==> config.mk <==
export PLATFORM = sky130hd
export DESIGN_NAME = half_argmax_v
export DESIGN_NICKNAME = d
export VERILOG_FILES = /design/src/rtl/half_pkg.sv /design/src/rtl/half_compare_gt.sv /design/src/rtl/half_argmax_v.sv
export SDC_FILE = /design/constraint.sdc
export NUM_CORES = 1
export LEC_CHECK = 0
export CAP_MARGIN = 10
export CELL_PAD_IN_SITES_DETAIL_PLACEMENT = 0
export CELL_PAD_IN_SITES_GLOBAL_PLACEMENT = 1
export CORE_UTILIZATION = 38
export CTS_CLUSTER_DIAMETER = 80
export DETAILED_ROUTE_END_ITERATION = 6
export PLACE_DENSITY_LB_ADDON = 0.15
export SLEW_MARGIN = 10
export SYNTH_ARGS = -nofsm -noshare
export SYNTH_HDL_FRONTEND = slang
export SYNTH_SLANG_ARGS = --single-unit
==> constraint.sdc <==
create_clock -name clk -period 4.66 [get_ports clk]
set_input_delay 0.932 -clock clk [delete_from_list [all_inputs] [get_ports clk]]
set_output_delay 0.932 -clock clk [all_outputs]
set_load 0.005 [all_outputs]
==> src/rtl/half_pkg.sv <==
// ---------------------------------------------------------------------------
// half_pkg
// Shared IEEE-754 half-precision helpers for the half_* datapath blocks
// (arg-max, sigmoid and add stages).
// Contents:
//   HALF_EXP_MASK / HALF_MANT_MASK  field masks of an FP16 word
//   argmax_state_e                  scan controller states of half_argmax_v
//   half_is_nan()                   true for exp all-ones with non-zero mantissa
//   half_order_key()                maps an FP16 word to an unsigned total-order key
// ---------------------------------------------------------------------------
package half_pkg;

  localparam logic [15:0] HALF_EXP_MASK  = 16'h7C00;
  localparam logic [15:0] HALF_MANT_MASK = 16'h03FF;

  typedef enum logic {
    ST_IDLE = 1'b0,
    ST_SCAN = 1'b1
  } argmax_state_e;

  // A NaN has every exponent bit set and at least one mantissa bit set;
  // infinities (mantissa zero) are ordinary ordered values.
  function automatic logic half_is_nan(input logic [15:0] x);
    return ((x & HALF_EXP_MASK) == HALF_EXP_MASK) &&
           ((x & HALF_MANT_MASK) != 16'h0000);
  endfunction

  // Sign-magnitude to unsigned ordering: negatives are bit-inverted so larger
  // magnitudes sort lower, positives get the sign bit flipped so they sort
  // above every negative. -0 is folded onto +0 first so the two compare equal.
  function automatic logic [15:0] half_order_key(input logic [15:0] x);
    logic [15:0] v;
    v = (x == 16'h8000) ? 16'h0000 : x;
    return v[15] ? ~v : (v ^ 16'h8000);
  endfunction

endpackage

==> src/rtl/half_compare_gt.sv <==
// ---------------------------------------------------------------------------
// half_compare_gt
// Purely combinational FP16 "greater than" comparator, no arithmetic.
// Ports:
//   a        in  16  candidate value
//   b        in  16  reference value
//   a_gt_b   out 1   a is strictly greater than b in FP16 order (-0 == +0)
//   a_is_nan out 1   a is a NaN; a_gt_b is meaningless in that case
// ---------------------------------------------------------------------------
module half_compare_gt
  import half_pkg::*;
(
  input  logic [15:0] a,
  input  logic [15:0] b,
  output logic        a_gt_b,
  output logic        a_is_nan
);

  assign a_is_nan = half_is_nan(a);
  assign a_gt_b   = half_order_key(a) > half_order_key(b);

endmodule

==> src/rtl/half_argmax_v.sv <==
// ---------------------------------------------------------------------------
// half_argmax_v
// Sequential arg-max over WIDTH FP16 values, one element per clock through a
// single shared comparator. The vector is captured on start so the source may
// change during the scan.
// Ports:
//   clk       in  1          system clock, rising edge
//   rstn      in  1          synchronous active-low reset
//   start     in  1          begin a scan, vector_a sampled this cycle
//   vector_a  in  16[WIDTH]  FP16 inputs, element 0 first
//   done      out 1          one-cycle pulse, results valid from this cycle
//   busy      out 1          scan in progress
//   index     out IDX_W      position of the largest non-NaN element
//   max_val   out 16         raw FP16 bits at index
//   valid     out 1          0 when every element was NaN
// ---------------------------------------------------------------------------
module half_argmax_v
  import half_pkg::*;
#(
  parameter  int WIDTH = 10,
  localparam int IDX_W = (WIDTH > 1) ? $clog2(WIDTH) : 1
) (
  input  logic             clk,
  input  logic             rstn,
  input  logic             start,
  input  logic [15:0]      vector_a [WIDTH],
  output logic             done,
  output logic             busy,
  output logic [IDX_W-1:0] index,
  output logic [15:0]      max_val,
  output logic             valid
);

  localparam logic [IDX_W-1:0] LAST_PTR = IDX_W'(WIDTH - 1);

  argmax_state_e    state_q, state_d;
  logic [IDX_W-1:0] ptr_q, ptr_d;
  logic [15:0]      buf_q [WIDTH];
  logic [15:0]      buf_d [WIDTH];
  logic [15:0]      best_val_q, best_val_d;
  logic [IDX_W-1:0] best_idx_q, best_idx_d;
  logic             best_valid_q, best_valid_d;
  logic             done_q, done_d;
  logic [IDX_W-1:0] index_q, index_d;
  logic [15:0]      max_val_q, max_val_d;
  logic             valid_q, valid_d;

  logic [15:0]      cur_val;
  logic             cur_gt_best;
  logic             cur_is_nan;
  logic             take_cur;

  // Element select written as a compare chain so the pointer width never has
  // to match the buffer depth exactly (WIDTH=1 still uses a 1-bit pointer).
  always_comb begin
    cur_val = buf_q[0];
    for (int i = 1; i < WIDTH; i++) begin
      if (ptr_q == IDX_W'(i)) cur_val = buf_q[i];
    end
  end

  half_compare_gt u_cmp (
    .a        (cur_val),
    .b        (best_val_q),
    .a_gt_b   (cur_gt_best),
    .a_is_nan (cur_is_nan)
  );

  // Replace only on strictly greater so the lowest index wins ties; an empty
  // best is always replaced by the first non-NaN element.
  assign take_cur = !cur_is_nan && (!best_valid_q || cur_gt_best);

  // Next-state logic: capture on start in IDLE, fold one element per cycle in
  // SCAN and publish the final result together with the done pulse.
  always_comb begin
    state_d      = state_q;
    ptr_d        = ptr_q;
    buf_d        = buf_q;
    best_val_d   = best_val_q;
    best_idx_d   = best_idx_q;
    best_valid_d = best_valid_q;
    done_d       = 1'b0;
    index_d      = index_q;
    max_val_d    = max_val_q;
    valid_d      = valid_q;

    unique case (state_q)
      ST_IDLE: begin
        if (start) begin
          buf_d        = vector_a;
          ptr_d        = '0;
          best_valid_d = 1'b0;
          state_d      = ST_SCAN;
        end
      end
      ST_SCAN: begin
        if (take_cur) begin
          best_val_d   = cur_val;
          best_idx_d   = ptr_q;
          best_valid_d = 1'b1;
        end
        if (ptr_q == LAST_PTR) begin
          done_d    = 1'b1;
          state_d   = ST_IDLE;
          valid_d   = best_valid_d;
          index_d   = best_valid_d ? best_idx_d : '0;
          max_val_d = best_valid_d ? best_val_d : 16'h0000;
        end else begin
          ptr_d = ptr_q + IDX_W'(1);
        end
      end
    endcase
  end

  // State and result registers; reset abandons any scan without a done pulse.
  // The capture buffer needs no reset since it is always loaded before use.
  always_ff @(posedge clk) begin
    buf_q <= buf_d;
    if (!rstn) begin
      state_q      <= ST_IDLE;
      ptr_q        <= '0;
      best_val_q   <= 16'h0000;
      best_idx_q   <= '0;
      best_valid_q <= 1'b0;
      done_q       <= 1'b0;
      index_q      <= '0;
      max_val_q    <= 16'h0000;
      valid_q      <= 1'b0;
    end else begin
      state_q      <= state_d;
      ptr_q        <= ptr_d;
      best_val_q   <= best_val_d;
      best_idx_q   <= best_idx_d;
      best_valid_q <= best_valid_d;
      done_q       <= done_d;
      index_q      <= index_d;
      max_val_q    <= max_val_d;
      valid_q      <= valid_d;
    end
  end

  assign done    = done_q;
  assign busy    = (state_q == ST_SCAN);
  assign index   = index_q;
  assign max_val = max_val_q;
  assign valid   = valid_q;

endmodule

Word level (Yosys, flattened, before mapping)
Cells that the tools add are included.
{"block": "word_totals", "ff_bits": 208, "in_bits": 163, "output_inout_bits": 23, "wordCells": 78}
{"block": "op_classes", "add_sub_neg": 1, "n_lt_le_gt_ge": 1, "eq_ne": 14, "mux": 28, "n_bitwise": 5, "reduce_logical": 10}
{"cell": "two-way mux 16 bit", "n": 15}
{"cell": "== test 16 bit, second input constant", "n": 2}
{"cell": "inverter 16 bit", "n": 2}
{"cell": "== test 4 x 3 -> 1 bit, second input constant", "n": 4}
{"cell": "greater-than comparator 16 bit", "n": 1}
{"cell": "two-way mux 4 bit", "n": 4}
{"cell": "nonzero test 16 bit", "n": 1}
{"cell": "== test 4 x 2 -> 1 bit, second input constant", "n": 2}
{"cell": "== test 4 bit, second input constant", "n": 2}
{"cell": "one-hot mux 4 bit (2 select lines)", "n": 1}
{"cell": "AND reduction 2 bit", "n": 4}
{"cell": "two-way mux 1 bit", "n": 6}
{"cell": "== test 5 bit, second input constant", "n": 1}
{"cell": "adder 4 x 1 -> 4 bit, second input constant", "n": 1}
{"cell": "== test 4 x 1 -> 1 bit, second input constant", "n": 1}
{"cell": "inequality test 2 bit, second input constant", "n": 2}
{"cell": "one-hot mux 1 bit (2 select lines)", "n": 2}
{"cell": "inverter 1 bit", "n": 3}
{"cell": "logical AND 1 bit", "n": 2}
{"cell": "logical NOT 1 bit", "n": 2}
{"cell": "logical OR 1 bit", "n": 1}

Longest topological paths before layout
{"block": "depth", "ltp_word": 20, "mapped_depth": 26, "mapped_depth_nobuf": 20}

By module
From an unflattened synthesis, not the netlist that was laid out.
{"block": "hier_totals", "cells_unflattened": 836, "area_unflattened_um2": 9803.2}
{"mod": "half_argmax_v", "instances": 1, "cells_each": 713, "area_per_inst_um2": 8942.3, "seq_area_each_um2": 5765.5}
{"mod": "half_compare_gt", "instances": 1, "cells_each": 123, "area_per_inst_um2": 860.8, "seq_area_each_um2": 0.0}

Least setup slack after synthesis
No wires, ideal clock.
{"block": "synth_path", "path_type": "register to register", "start": "reg ptr_q[0]", "end": "reg best_val_q[13]", "setup_time_ns": 0.128, "t_arrival_ns": 4.881, "required_time_ns": 4.532, "path_slack_ns": -0.349, "path_stages_with_launch": 24, "n_path_buf": 3, "synth_period_minus_slack_ns": 5.009, "path_cell_list": "dfxtp_1 -> inv_1 -> ha_1 -> buf_2 -> buf_1 -> a21oi_1 -> nor2_1 -> a2111oi_2 -> a22oi_2 -> nor4_2 -> nand4_4 -> o21ai_2 -> o21ai_0 -> ha_1 -> nand3_1 -> or3_1 -> nor2_1 -> o41ai_1 -> a21boi_0 -> nand2_1 -> a21oi_4 -> buf_6 -> mux2i_1 -> nor2_1"}
{"block": "synth_via", "elab_chain_cells": 18, "elab_cells_between_ends": 31, "classes_between": "order compare (1); eq/ne (11); mux (12); bitwise (2); reduce/logical (5)"}
{"item": "from (decl)", "line_no": "half_argmax_v.sv:37", "rtl": "logic [IDX_W-1:0] ptr_q, ptr_d;"}
{"item": "from (signal assigned)", "line_no": "half_argmax_v.sv:131", "rtl": "ptr_q <= ptr_d;"}
{"item": "== test 4 x 1 -> 1 bit", "line_no": "half_argmax_v.sv:58", "rtl": "if (ptr_q == IDX_W'(i)) cur_val = buf_q[i];"}
{"item": "two-way mux 16 bit (8 in series)", "line_no": "half_argmax_v.sv:58"}
{"item": "two-way mux 16 bit (*)", "line_no": "half_argmax_v.sv:58"}
{"item": "== test 16 bit", "line_no": "half_pkg.sv:33", "rtl": "v = (x == 16'h8000) ? 16'h0000 : x;"}
{"item": "two-way mux 16 bit", "line_no": "half_pkg.sv:33"}
{"item": "inverter 16 bit or inverter 1 bit (tied branches)"}
{"item": "two-way mux 16 bit", "line_no": "half_pkg.sv:34", "rtl": "return v[15] ? ~v : (v ^ 16'h8000);"}
{"item": "greater-than comparator 16 bit", "line_no": "half_compare_gt.sv:20", "rtl": "assign a_gt_b = half_order_key(a) > half_order_key(b);"}
{"item": "logical OR 1 bit", "line_no": "half_argmax_v.sv:71", "rtl": "assign take_cur = !cur_is_nan && (!best_valid_q || cur_gt_best);"}
{"item": "logical AND 1 bit", "line_no": "half_argmax_v.sv:71"}
{"item": "two-way mux 16 bit (*)", "line_no": "half_argmax_v.sv:97", "rtl": "if (take_cur) begin"}
{"item": "to (signal assigned)", "line_no": "half_argmax_v.sv:132", "rtl": "best_val_q <= best_val_d;"}
{"item": "to (decl)", "line_no": "half_argmax_v.sv:40", "rtl": "logic [15:0] best_val_q, best_val_d;"}
Mark *: on every way between the ends. The rest lies on a longest branch, timed or not.
A chain may end at the register's enable or synchronous reset.

Final worst setup path
{"block": "layout_path", "start": "reg ptr_q[0]", "end": "reg best_val_q[9]"}
Same word-level chain as after synthesis.

==> results.yml <==
clock_tree:
  cts_tree: "built"
  cts-buffers-inserted: 24
  clk_pin_slew_worst_paths_ns: 0.06
  cts.htree.levels: 1
  insertion_delay_ns: 0.52
  clockBufferDepth: 3
  root_buffer: "clkbuf_16"
  cts.sinks: 208
detailed_routing:
  wl_mm: 30.1
  via_per_inst: 5.25
  drtIter0Drc: 617
  vias: 7828
  wire_per_inst_um: 20.2
  postRouteAntennaNets: 0
  first_pass_iters: 5
  drc: 0
die:
  die_w_um: 164
  num_rows: 58
  coreArea_um2: 25400
  dieHeight_um: 164
  die_area_um2: 26800
  initial_utilization: 0.391
  ioPinCount: 186
logic_synthesis:
  syn_area_um2: 9940
  async_reset_ff_frac: 0
  ys_warn_count: 0
  synth_top_area_frac: 0.484
  synth_cells: 832
  synth.area.top_cells: "edfxtp_1 (48%), dfxtp_1 (9.7%), a21oi_1 (3.1%)"
  synth_cell_type_count: 85
  synth_top_area_cell: "edfxtp_1"
  ys_seq_area_frac: 0.580
  synthTopCellsByCount: "edfxtp_1 (160), nor2_1 (77), a21oi_1 (61)"
  ys_ff_latch: 208
  avgSynthCellArea_um2: 11.9
  synth_edf_count: 160
  synthFlopType: "edfxtp_1"
  synth_nets: 1015
  yosysMostFrequentCell: "edfxtp_1"
global_route:
  grt_antenna_before_repair: 0
  grt_usage: 0.227
  grt_pass1_vias: 7835
  grt_pass1_wl_mm: 45.7
  grt_max_degree: 63
  overflow: 0
setup_path:
  arrival_ns: 5.27
  crit_end: "best_val_q[9]"
  crit_path_start_kind: "register"
  crit_start: "ptr_q[0]"
  cp_max_fo: 8
  timing.rr.end: "best_val_q[9]"
  rr_worst_depth: 22
  cp-end-kind: "register"
  crit_required_ns: 5.10
  r2r_start: "ptr_q[0]"
  worst-r2r-setup-slack_ns: -0.17
  worstSetupPathType: "reg -> reg"
layout:
  antennaDiodeCount: 0
  regArea_um2: 5770
  fillerInstances: 2187
  multi_input_area_um2: 4180
  final_layout_size_suffix_gt1_frac: 0.251
  areaGrowthSynthToFinish_pct: 46.4
  finalNetCount: 1327
timing:
  fin_crit_sh: 1.04
  skew_ns: 0.0163
  relSlewSlack: 0.430
  setup_viol: 38
  fin_crit_ns: 4.83
  setup_tns_ns: -4.17
  drv_slew: 0
  setup_ws_ns: -0.170
  fmax_mhz: 207
  tightest_slew_ns: 0.854
  rsz0062_at_grt: "true"
  hold_violations: 0
power_and_ir_drop:
  total_power_w: 0.00504
  leakage_nw: 5.36
  powerDensity_nw_per_um2: 346
  peakVddDrop_v: 0.000261
placed_design:
  dpl.hpwl_mm: 22.3
  place_congestion: 0.894
  io_buffer_count: 185
outcome:
  violations: "setup timing"
  status: "finished, violations left"
flow_run:
  cap_violations: 0
hold_path:
  hold_path_class: "reg -> reg"
-- registers in the layout, summed over array words and instances, names as in the netlist --
| name | cells |
|---|---|
| best_idx_q | 4 |
| best_val_q | 16 |
| best_valid_q | 1 |
| buf_q | 160 |
| busy | 1 |
| done | 1 |
| index | 4 |
| max_val | 16 |
| ptr_q | 4 |
| valid | 1 |
-- stage by stage --
step / util / cell area [um2] / hold WS, ns / setup slack [ns] / instances
detailed placement: 0.511 / 13000 / 0.431 / -0.389 / 1414
finish: 0.573 / 14500 / 0.446 / -0.170 / 1490
CTS: 0.561 / 14300 / 0.440 / -0.0843 / 1482
global placement: 0.511 / 13000 / 0.425 / -0.323 / 1414
global route: 0.573 / 14500 / 0.466 / -0.381 / 1490
floorplan: - / 10000 / 0.435 / 0.00344 / 832
-- routing by layer --
metal	global-route usage	part of all wire	routed length [um]
met5	0	0	0
met4	0.0686	0.030	901
met3	0.0308	0.053	1610
met2	0.369	0.47	14200
met1	0.315	0.45	13400
-- worst min path at each step --
| stage | cells after the start | end | start |
|---|---|---|---|
| after floorplan | 2 | index[3] | index[3] |
| after global placement | 2 | index[3] | index[3] |
| after detailed placement | 2 | index[3] | index[3] |
| after CTS | 2 | index[3] | index[3] |
| after global routing | 2 | index[3] | index[3] |
| final | 2 | max_val[10] | max_val[10] |
-- power breakdown --
part | switching (W) | total, W | internal, W
sequential | 0.0000707 | 0.00219 | 0.00212
combinational | 0.000421 | 0.000903 | 0.000482
clock | 0.000748 | 0.00194 | 0.00119
total | 0.00124 | 0.00504 | 0.00380
-- logic make-up after synthesis --
kind of cell / Yosys count / share of synthesized area
xor+xnor: 28 / 0.0247
buf+inv: 81 / 0.0414
mux: 26 / 0.0262
compound gates: 236 / 0.178
fa+ha+maj: 20 / 0.0252
simple gates: 233 / 0.124
flops: 208 / 0.580
-- cell usage in the layout, fill, tap and decap left out, types with 22 or more instances in the layout --
| cell | count |
|---|---|
| mux2i_1 | 23 |
| dfxtp_1 | 45 |
| clkbuf_16 | 27 |
| edfxtp_1 | 160 |
| nand2_1 | 51 |
| buf_4 | 125 |
| a21oi_1 | 61 |
| buf_6 | 22 |
| nor2_1 | 74 |
| clkdlybuf4s50_1 | 185 |
-- final cells by class --
type	instances	area share
Tap cell	330	0.0284
Multi-Input combinational cell	543	0.287
Sequential cell	208	0.397
Clock inverter	14	0.0120
Clock buffer	28	0.0438
Timing Repair Buffer	343	0.225
Inverter	24	0.00671
-- timing repair --
item | CTS | global route
hold buffers | 0 | 0
endpoints found under the setup margin | 40 | 40
gates cloned | 1 | 2
pin swaps | 26 | 44
buffers inserted | 25 | 9
endpoints found under the hold margin | 0 | 0
gates resized for setup | 57 | 40
-- worst max-delay path, stage by stage, from the launching register on --
cell and delay (ns):
dfxtp_4 0.37, inv_4 0.09, ha_4 0.23, buf_6 0.16
or4b_4 0.47, o221a_4 0.13, o211ai_1 0.15, a31oi_2 0.16
nor4_2 0.32, nand2_2 0.14, o21ai_4 0.32, xnor2_2 0.11
ha_1 0.30, nand2_1 0.05, or3_4 0.39, or4_1 0.39
a21boi_4 0.17, nand2_2 0.12, a21oi_4 0.05, buf_12 0.14
clkbuf_16 0.16, buf_6 0.12, a211oi_2 0.19
No activity file was read; power rests on OpenSTA's default activity.
